$ cat src/rtl/silife_pkg.sv
// Shared state encodings and default widths for the silife step scheduler.
package silife_pkg;

  localparam int unsigned DEF_DIV_WIDTH = 24;
  localparam int unsigned DEF_GEN_WIDTH = 16;

  typedef enum logic [2:0] {
    SCHED_IDLE       = 3'd0,
    SCHED_WAIT_TICK  = 3'd1,
    SCHED_WAIT_READY = 3'd2,
    SCHED_STEP       = 3'd3,
    SCHED_WAIT_FRAME = 3'd4
  } sched_state_e;

endpackage

$ cat src/rtl/silife_interval_timer.sv
// Step-interval counter: counts while enabled, pulses tick when the live interval is reached.
module silife_interval_timer #(
  parameter int unsigned DIV_WIDTH = 24
) (
  input  logic                 clk,
  input  logic                 rst_n,
  input  logic                 en,
  input  logic                 clear,
  input  logic [DIV_WIDTH-1:0] interval,
  output logic                 tick
);

  logic [DIV_WIDTH-1:0] count;
  logic [DIV_WIDTH-1:0] last;

  // Interval 0 behaves as 1; >= lets a lowered interval end an overshot wait at once.
  assign last = (interval == '0) ? '0 : interval - DIV_WIDTH'(1);
  assign tick = en && (count >= last);

  always_ff @(posedge clk or negedge rst_n) begin
    if (!rst_n) begin
      count <= '0;
    end else if (clear || tick) begin
      count <= '0;
    end else if (en) begin
      count <= count + DIV_WIDTH'(1);
    end
  end

endmodule

$ cat src/rtl/silife_step_scheduler.sv
// Generation step sequencer for the silife grid (free-run, N-generation, single-step).
// Optional watchdog on ready/frame waits: define SILIFE_SCHED_WATCHDOG_EN.
module silife_step_scheduler
  import silife_pkg::*;
#(
  parameter int unsigned DIV_WIDTH = DEF_DIV_WIDTH,
  parameter int unsigned GEN_WIDTH = DEF_GEN_WIDTH
`ifdef SILIFE_SCHED_WATCHDOG_EN
  ,
  parameter int unsigned WDT_CYCLES = 65535
`endif
) (
  input  logic                 clk,
  input  logic                 reset_n,
  input  logic                 i_run,
  input  logic                 i_step,
  input  logic                 i_gen_load,
  input  logic [GEN_WIDTH-1:0] i_gen_count,
  input  logic                 i_abort,
  input  logic [DIV_WIDTH-1:0] i_interval,
  input  logic                 i_sync_busy,
  input  logic                 i_wait_frame,
  input  logic                 i_frame_busy,
  output logic                 o_step,
  output logic                 o_frame_req,
  output logic                 o_busy,
  output logic [GEN_WIDTH-1:0] o_gen_remaining,
  output logic [GEN_WIDTH-1:0] o_gen_total
`ifdef SILIFE_SCHED_WATCHDOG_EN
  ,
  output logic                 o_timeout
`endif
);

  sched_state_e         state;
  logic [1:0]           rst_sync;
  logic                 rst_n;
  logic                 tick;
  logic                 ready;
  logic                 abort_all;
  logic                 seen_rise;
  logic [GEN_WIDTH-1:0] remaining;
  logic [GEN_WIDTH-1:0] total;
  logic                 step_q;
  logic                 frame_req_q;

  // Assert asynchronously, release on a clock edge.
  always_ff @(posedge clk or negedge reset_n) begin
    if (!reset_n) begin
      rst_sync <= 2'b00;
    end else begin
      rst_sync <= {rst_sync[0], 1'b1};
    end
  end
  assign rst_n = rst_sync[1];

  assign ready = !i_sync_busy && !(i_wait_frame && i_frame_busy);

`ifdef SILIFE_SCHED_WATCHDOG_EN
  logic [31:0] wdt_cnt;
  logic        waiting;
  logic        wdt_fire;

  assign waiting   = (state == SCHED_WAIT_READY) || (state == SCHED_WAIT_FRAME);
  assign wdt_fire  = waiting && (wdt_cnt == 32'(WDT_CYCLES - 1));
  assign abort_all = i_abort || wdt_fire;

  always_ff @(posedge clk or negedge rst_n) begin
    if (!rst_n) begin
      wdt_cnt   <= '0;
      o_timeout <= 1'b0;
    end else begin
      wdt_cnt <= (!waiting || abort_all) ? '0 : wdt_cnt + 32'd1;
      if (i_abort) begin
        o_timeout <= 1'b0;
      end else if (wdt_fire) begin
        o_timeout <= 1'b1;
      end
    end
  end
`else
  assign abort_all = i_abort;
`endif

  silife_interval_timer #(
    .DIV_WIDTH(DIV_WIDTH)
  ) u_timer (
    .clk     (clk),
    .rst_n   (rst_n),
    .en      (state == SCHED_WAIT_TICK),
    .clear   (abort_all),
    .interval(i_interval),
    .tick    (tick)
  );

  always_ff @(posedge clk or negedge rst_n) begin
    if (!rst_n) begin
      state       <= SCHED_IDLE;
      remaining   <= '0;
      total       <= '0;
      step_q      <= 1'b0;
      frame_req_q <= 1'b0;
      seen_rise   <= 1'b0;
    end else begin
      step_q      <= 1'b0;
      frame_req_q <= 1'b0;
      // The grid is already enabled in STEP, so the count survives a coincident abort.
      if (state == SCHED_STEP) begin
        total <= total + GEN_WIDTH'(1);
      end
      if (abort_all) begin
        state     <= SCHED_IDLE;
        remaining <= '0;
        seen_rise <= 1'b0;
      end else begin
        case (state)
          SCHED_IDLE: begin
            if (i_gen_load && (i_gen_count != '0)) begin
              remaining <= i_gen_count;
              state     <= SCHED_WAIT_TICK;
            end else if (i_step) begin
              remaining <= GEN_WIDTH'(1);
              state     <= SCHED_WAIT_TICK;
            end else if (i_run) begin
              state <= SCHED_WAIT_TICK;
            end
          end
          SCHED_WAIT_TICK: begin
            if (tick) state <= SCHED_WAIT_READY;
          end
          SCHED_WAIT_READY: begin
            if (ready) begin
              state  <= SCHED_STEP;
              step_q <= 1'b1;
            end
          end
          SCHED_STEP: begin
            if (remaining != '0) remaining <= remaining - GEN_WIDTH'(1);
            if (i_wait_frame) begin
              state       <= SCHED_WAIT_FRAME;
              frame_req_q <= 1'b1;
              seen_rise   <= 1'b0;
            end else if (i_run || (remaining > GEN_WIDTH'(1))) begin
              state <= SCHED_WAIT_TICK;
            end else begin
              state <= SCHED_IDLE;
            end
          end
          SCHED_WAIT_FRAME: begin
            if (!seen_rise) begin
              if (i_frame_busy) seen_rise <= 1'b1;
            end else if (!i_frame_busy) begin
              seen_rise <= 1'b0;
              state     <= (i_run || (remaining != '0)) ? SCHED_WAIT_TICK : SCHED_IDLE;
            end
          end
          default: state <= SCHED_IDLE;
        endcase
      end
    end
  end

  assign o_step          = step_q;
  assign o_frame_req     = frame_req_q;
  assign o_busy          = (state != SCHED_IDLE);
  assign o_gen_remaining = remaining;
  assign o_gen_total     = total;

endmodule

$ cat config.mk
export PLATFORM = sky130hd
export DESIGN_NAME = silife_step_scheduler
export DESIGN_NICKNAME = d
export VERILOG_FILES = /design/src/rtl/silife_pkg.sv /design/src/rtl/silife_interval_timer.sv /design/src/rtl/silife_step_scheduler.sv
export SDC_FILE = /design/constraint.sdc
export NUM_CORES = 1
export LEC_CHECK = 0
export ABC_AREA = 0
export CAP_MARGIN = 5
export CELL_PAD_IN_SITES_DETAIL_PLACEMENT = 1
export CELL_PAD_IN_SITES_GLOBAL_PLACEMENT = 1
export CORE_MARGIN = 2
export CORE_UTILIZATION = 40
export CTS_CLUSTER_SIZE = 30
export DETAILED_ROUTE_END_ITERATION = 16
export PLACE_DENSITY_LB_ADDON = 0.1
export SETUP_SLACK_MARGIN = 0.5
export SYNTH_ARGS = -nofsm -noshare
export SYNTH_HDL_FRONTEND = slang
export SYNTH_SLANG_ARGS = --single-unit
$ cat constraint.sdc
create_clock -name clk -period 2.3 [get_ports clk]
set_clock_uncertainty 0.05 [all_clocks]
set_input_delay 0.23 -clock clk [delete_from_list [all_inputs] [get_ports clk]]
set_output_delay 0.23 -clock clk [all_outputs]
set_load 0.005 [all_outputs]
Word level (Yosys, flattened, before mapping)
Index checks and enable logic that the tools add are counted.
{ "totals": {"reg_bits": 64, "in_bits": 49, "wordCells": 76, "out_inout_bits": 35} }
{ "classes": {"muxes": 30, "n_addsub": 4, "magnitude_cmp": 2, "eq_ne": 12, "n_reduce_logical": 20} }
{ "ops": {"columns": ["cell", "n"], "rows": [
  ["$mux W24", 3],
  ["$mux W16", 4],
  ["$pmux W16 S2", 1],
  ["$reduce_bool A16 Y1", 2],
  ["$mux W3", 9],
  ["$add A24 B1 Y24 const B", 1],
  ["$ge A24 B24 Y1", 1],
  ["$logic_not A24 Y1", 1],
  ["$sub A24 B1 Y24 const B", 1],
  ["$add A16 B1 Y16 const B", 1],
  ["$gt A16 B1 Y1 const B", 1],
  ["$sub A16 B1 Y16 const B", 1],
  ["$ne A3 B3 Y1 const B", 5],
  ["$pmux W3 S5", 1],
  ["$mux W1", 11],
  ["$reduce_bool A3 Y1", 3],
  ["$eq A3 B2 Y1 const B", 2],
  ["$ne A5 B5 Y1 const B", 1],
  ["$reduce_and A5 Y1", 1],
  ["$logic_and A1 B1 Y1", 4],
  ["$ne A4 B4 Y1 const B", 1],
  ["$eq A3 B1 Y1 const B", 1],
  ["$eq A3 B3 Y1 const B", 1],
  ["$logic_not A3 Y1", 1],
  ["other kinds (7)", 10]
]} }

Logic depth before layout (Yosys ltp)
{ "depth": {"word_depth": 7, "ltp_mapped": 16, "ltp_nobuf": 15} }

Hierarchy
From an unflattened synthesis, not the netlist that was laid out.
{ "hier_totals": {"cells_unflattened": 520, "hier_area_um2": 4534.3} }
{ "modules_own_cells": {"columns": ["module", "seq_area_each_um2", "cells_each", "n_inst", "area_each_um2"], "rows": [
  ["silife_interval_timer", 600.6, 277, 1, 2278.4],
  ["silife_step_scheduler", 1001.0, 243, 1, 2255.9]
]} }

Worst setup path after synthesis
OpenSTA, ideal clock, no wires.
{ "synth_timing": {"path_type": "in2reg", "from": "in i_interval[0]", "to": "reg u_timer.count[22]", "arrival_ns": 3.334, "n_path_buf": 1, "t_required_ns": 2.125, "cell_stages": 16, "path_slack_ns": -1.209, "setup_time_ns": 0.125, "path_cell_list": "inv_1 > ha_1 > or3b_2 > nor3_2 > nor2b_1 > nand2_1 > nor3b_1 > a21oi_1 > ha_1 > nand4_1 > nor4_1 > nand4_1 > o211ai_1 > buf_2 > o31ai_1 > mux2_2"} }
{ "synth_via": {"elab_chain_len": 6, "word_cells_on_any_way": 8, "cone_classes": "1 x add/sub; 1 x order compare; 2 x mux; 4 x reduce/logical"} }
{ "synth_lines": {"columns": ["element", "line_no", "text"], "rows": [
  ["start, declared", "silife_step_scheduler.sv:20", "input logic [DIV_WIDTH-1:0] i_interval,"],
  ["$sub A24 B1 Y24 / $logic_not A24 Y1 (equally long branches)", "silife_interval_timer.sv:17", "assign last = (interval == '0) ? '0 : interval - DIV_WIDTH'(1);"],
  ["$mux W24 (*)", "silife_interval_timer.sv:17", null],
  ["$ge A24 B24 Y1 (*)", "silife_interval_timer.sv:18", "assign tick = en && (count >= last);"],
  ["$logic_and A1 B1 Y1 (*)", "silife_interval_timer.sv:18", null],
  ["$logic_or A1 B1 Y1 (*)", "silife_interval_timer.sv:23", "end else if (clear || tick) begin"],
  ["$mux W24 / $reduce_bool A2 Y1 (equally long branches)", null, null],
  ["end signal, assigned", "silife_interval_timer.sv:26", "count <= count + DIV_WIDTH'(1);"],
  ["end, declared", "silife_interval_timer.sv:13", "logic [DIV_WIDTH-1:0] count;"]
]} }
Mark *: on every way between the ends. The rest lies on a longest branch, timed or not.
A chain may end at the register's enable or synchronous reset.

Worst setup path in the final report
{ "layout_timing": {"from": "in i_interval[1]", "to": "reg u_timer.count[22]"} }
Same word-level chain as after synthesis.

==> results.yml <==
floorplanning:
  die_area_um2: 12500
  die_w_um: 112
  ios: 84
  initial_core_util_pct: 40.8
  coreArea_um2: 11400
  die_h_um: 112
  row_count: 39
pwr:
  combPwrFrac_pct: 47.6
  power_density_nw_per_um2: 754
  switching_share_pct: 40.6
  p_leak_nw: 3.67
  p_switching_mw: 2.45
  p_int_mw: 3.60
  seqPwrFrac_pct: 24.1
  clockPowerShare_pct: 28.3
  max-vdd-ir-drop_v: 0.000513
global_routing:
  antenna_found_initial: 0
  grt_pass1_wl_um: 31100
  grt_use_total_pct: 31.3
  overflow: 0
  grt_pass1_vias: 5929
  grt_max_degree: 41
clocking:
  clk_latency_ns: 0.35
  cts_tree: "yes"
  cts.sinks: 64
  cts.clk_slew.worst_paths_ns: 0.06
  clock_path_buffers: 2
  ctsHoldBuffers: 0
  cts_root_buf: "clkbuf_16"
  htreeDepth: 3
  cts_made_buffers: 9
yosys:
  syn_area_per_cell_um2: 8.56
  syn_inst: 542
  synthesis.area_um2: 4640
  ys_seq_area_share_pct: 34.5
  synth-simple-area-share_pct: 27.6
  synth_top_family_by_area: "simple AND/OR/NAND/NOR gates"
  synth_edf_count: 0
  synth_compound_area_share_pct: 17.6
  synthXorXnorAreaFrac_pct: 8.68
  synth-async-reset-ratio_pct: 100
  synth_mux_area_share_pct: 0.485
  ys.flop_type: "dfrtp_1"
  syn-num-nets: 621
  yosys_warnings: 0
  ys_seq_elements: 64
  yosysUniqueCellTypes: 66
  synth_fa_ha_area_share_pct: 8.09
timing:
  period_share_pct: 162
  tightest_slew_ns: 0.697
  min_period_ns: 3.73
  fin_ws_ns: -1.43
  rsz0062_at_grt: "true"
  maxSlewViolCount: 0
  clock.fmax_mhz: 268
  hold_viol_final: 0
  finalSetupTns_ns: -35.07
  relSlewSlack_pct: 53.5
  finalSetupViolations: 29
detailed_routing:
  vias_per_cell: 6.27
  drc_errors: 0
  totalWireLength_um: 25000
  drt_iter0_markers: 534
  vias: 5759
  drt-pass1-iter-count: 5
  antenna_left: 0
  wl_per_cell_um: 27.2
finish:
  mostFrequentLayoutCells: "buf_4, clkdlybuf4s50_1, dfrtp_1, nand2_1, nor2_1"
  diodes: 0
  finalNetCount: 849
  syn2layout_area_growth_pct: 72.9
  final_common_cell: "buf_4"
  drive_gt1_share_pct: 39.4
placement:
  place_ws_ns: -2.00
  hpwl_um: 12200
  place_congestion: 0.894
  port_buffers: 83
setup_path:
  reg2reg_from: "u_timer.count[22]"
  cp_data_required_time_ns: 2.49
  worst_setup_path_end_kind: "flip-flop"
  critPathMaxFanout: 5
  path_class: "in -> reg"
  crit_start: "i_interval[1]"
  critical_path_arrival_ns: 3.91
  critPathLaunchType: "primary input"
run_status:
  status: "finished with violations"
  violations: "setup timing"
min_path:
  hp-class: "in -> async"
job:
  maxCapViolCount: 0
-- cell type report --
class / count / area [um2]
inverters: 12 / 65.1
multi-input cells: 447 / 3680
repair buffers: 236 / 2130
fillers: 1179 / 3350
clock inverters: 7 / 128
flip-flops and latches: 64 / 1610
clock buffers: 9 / 225
well taps: 143 / 179
-- flip-flops by register name (all words and copies together), names as in the netlist --
register,cells
o_step,1
o_gen_total,16
u_timer.count,24
seen_rise,1
o_frame_req,1
o_gen_remaining,16
state,3
rst_sync,2
-- power groups by stage --
stage	Combinational, mW	Clock [mW]	Sequential, mW
after global placement	1.87	0	1.41
after floorplan	1.03	0	1.42
after detailed placement	1.95	0	1.42
after global routing	2.99	1.75	1.47
after CTS	2.35	1.67	1.42
final	2.88	1.71	1.46
-- critical path, stage by stage --
cell and delay (ns):
buf_12 0.11, inv_12 0.04, ha_4 0.13, or3b_4 0.41
nor3_4 0.26, nor2b_4 0.21, buf_6 0.13, nand2_4 0.05
nor3b_2 0.21, a21oi_2 0.05, ha_1 0.30, nand4_1 0.19
nor4_4 0.36, nand4_1 0.25, o211ai_1 0.28, buf_4 0.19
buf_8 0.15, o31ai_4 0.07, mux2_4 0.29
-- stage by stage --
stage                     hold WS [ns]  cells  utilization [%]  cell area (um2)  power (mW)
after floorplan                 -0.116    542                -             4750        2.45
after global placement           0.237    856             57.0             6480        3.28
after detailed placement         0.247    856             57.0             6480        3.37
after CTS                       0.0152    897             66.1             7520        5.44
after global routing            0.0124    918             70.6             8020        6.21
final                          0.00478    918             70.6             8020        6.05
-- synthesized netlist by cell type (all sizes together), types with 2 or more instances --
library cell	instances	area share, %
a211oi	2	0.32
a21o	6	0.97
a21oi	31	3.6
a22o	6	1.1
a22oi	4	0.65
a41oi	2	0.38
and2	4	0.54
and3	11	1.5
and4	2	0.38
buf	11	1.3
clkbuf	8	0.65
dfrtp	64	35
ha	30	8.1
inv	12	0.97
mux2	2	0.49
nand2	63	5.1
nand2b	8	1.1
nand3	19	2.0
nand3b	3	0.49
nand4	12	1.6
nor2	48	3.9
nor2b	8	1.1
nor3	17	1.9
nor3b	7	1.1
nor4	20	2.8
nor4b	3	0.57
o21a	8	1.3
o21ai	30	3.3
o22ai	2	0.40
o2bb2ai	3	0.57
o311ai	7	1.3
o31ai	8	1.3
or2	5	0.67
or3	9	1.2
or4	3	0.49
xnor2	21	4.0
xor2	25	4.7
-- kinds of logic after synthesis --
logic type	after synthesis
other	1
AOI/OAI and AO/OA	121
DFF	64
muxes	2
adders and majority gates	30
and+or+nand+nor	247
buffers and inverters	31
xor gates and xnor gates	46
-- layer usage --
layer	vias up	GRT usage, %	share of wire, %
met5	-	0	0
met1	2874	34.0	36
met2	312	60.6	54
li1	2447	-	-
met4	0	12.0	5.9
met3	126	4.35	4.4
-- path summary, 6_finish.rpt --
kind / end / slack [ns] / depth (start not counted)
max: u_timer.count[22] / -1.43 / 19
min: rst_sync[0] / 0.005 / 1
max reg2reg: u_timer.count[22] / -0.41 / 9
min reg2reg: seen_rise / 0.27 / 0
max in group asynchronous: o_gen_remaining[5] / 1.24 / 1
min in group clk: rst_sync[1] / 0.31 / 0
-- repair_timing --
item / 4_1_cts / 5_1_grt
gates cloned: 3 / 0
buffers inserted: 22 / 21
hold endpoints to repair: 0 / 0
endpoints found under the setup margin: 51 / 51
resized for setup: 165 / 79
pin swaps: 36 / 41
No activity file was read; power rests on OpenSTA's default activity.
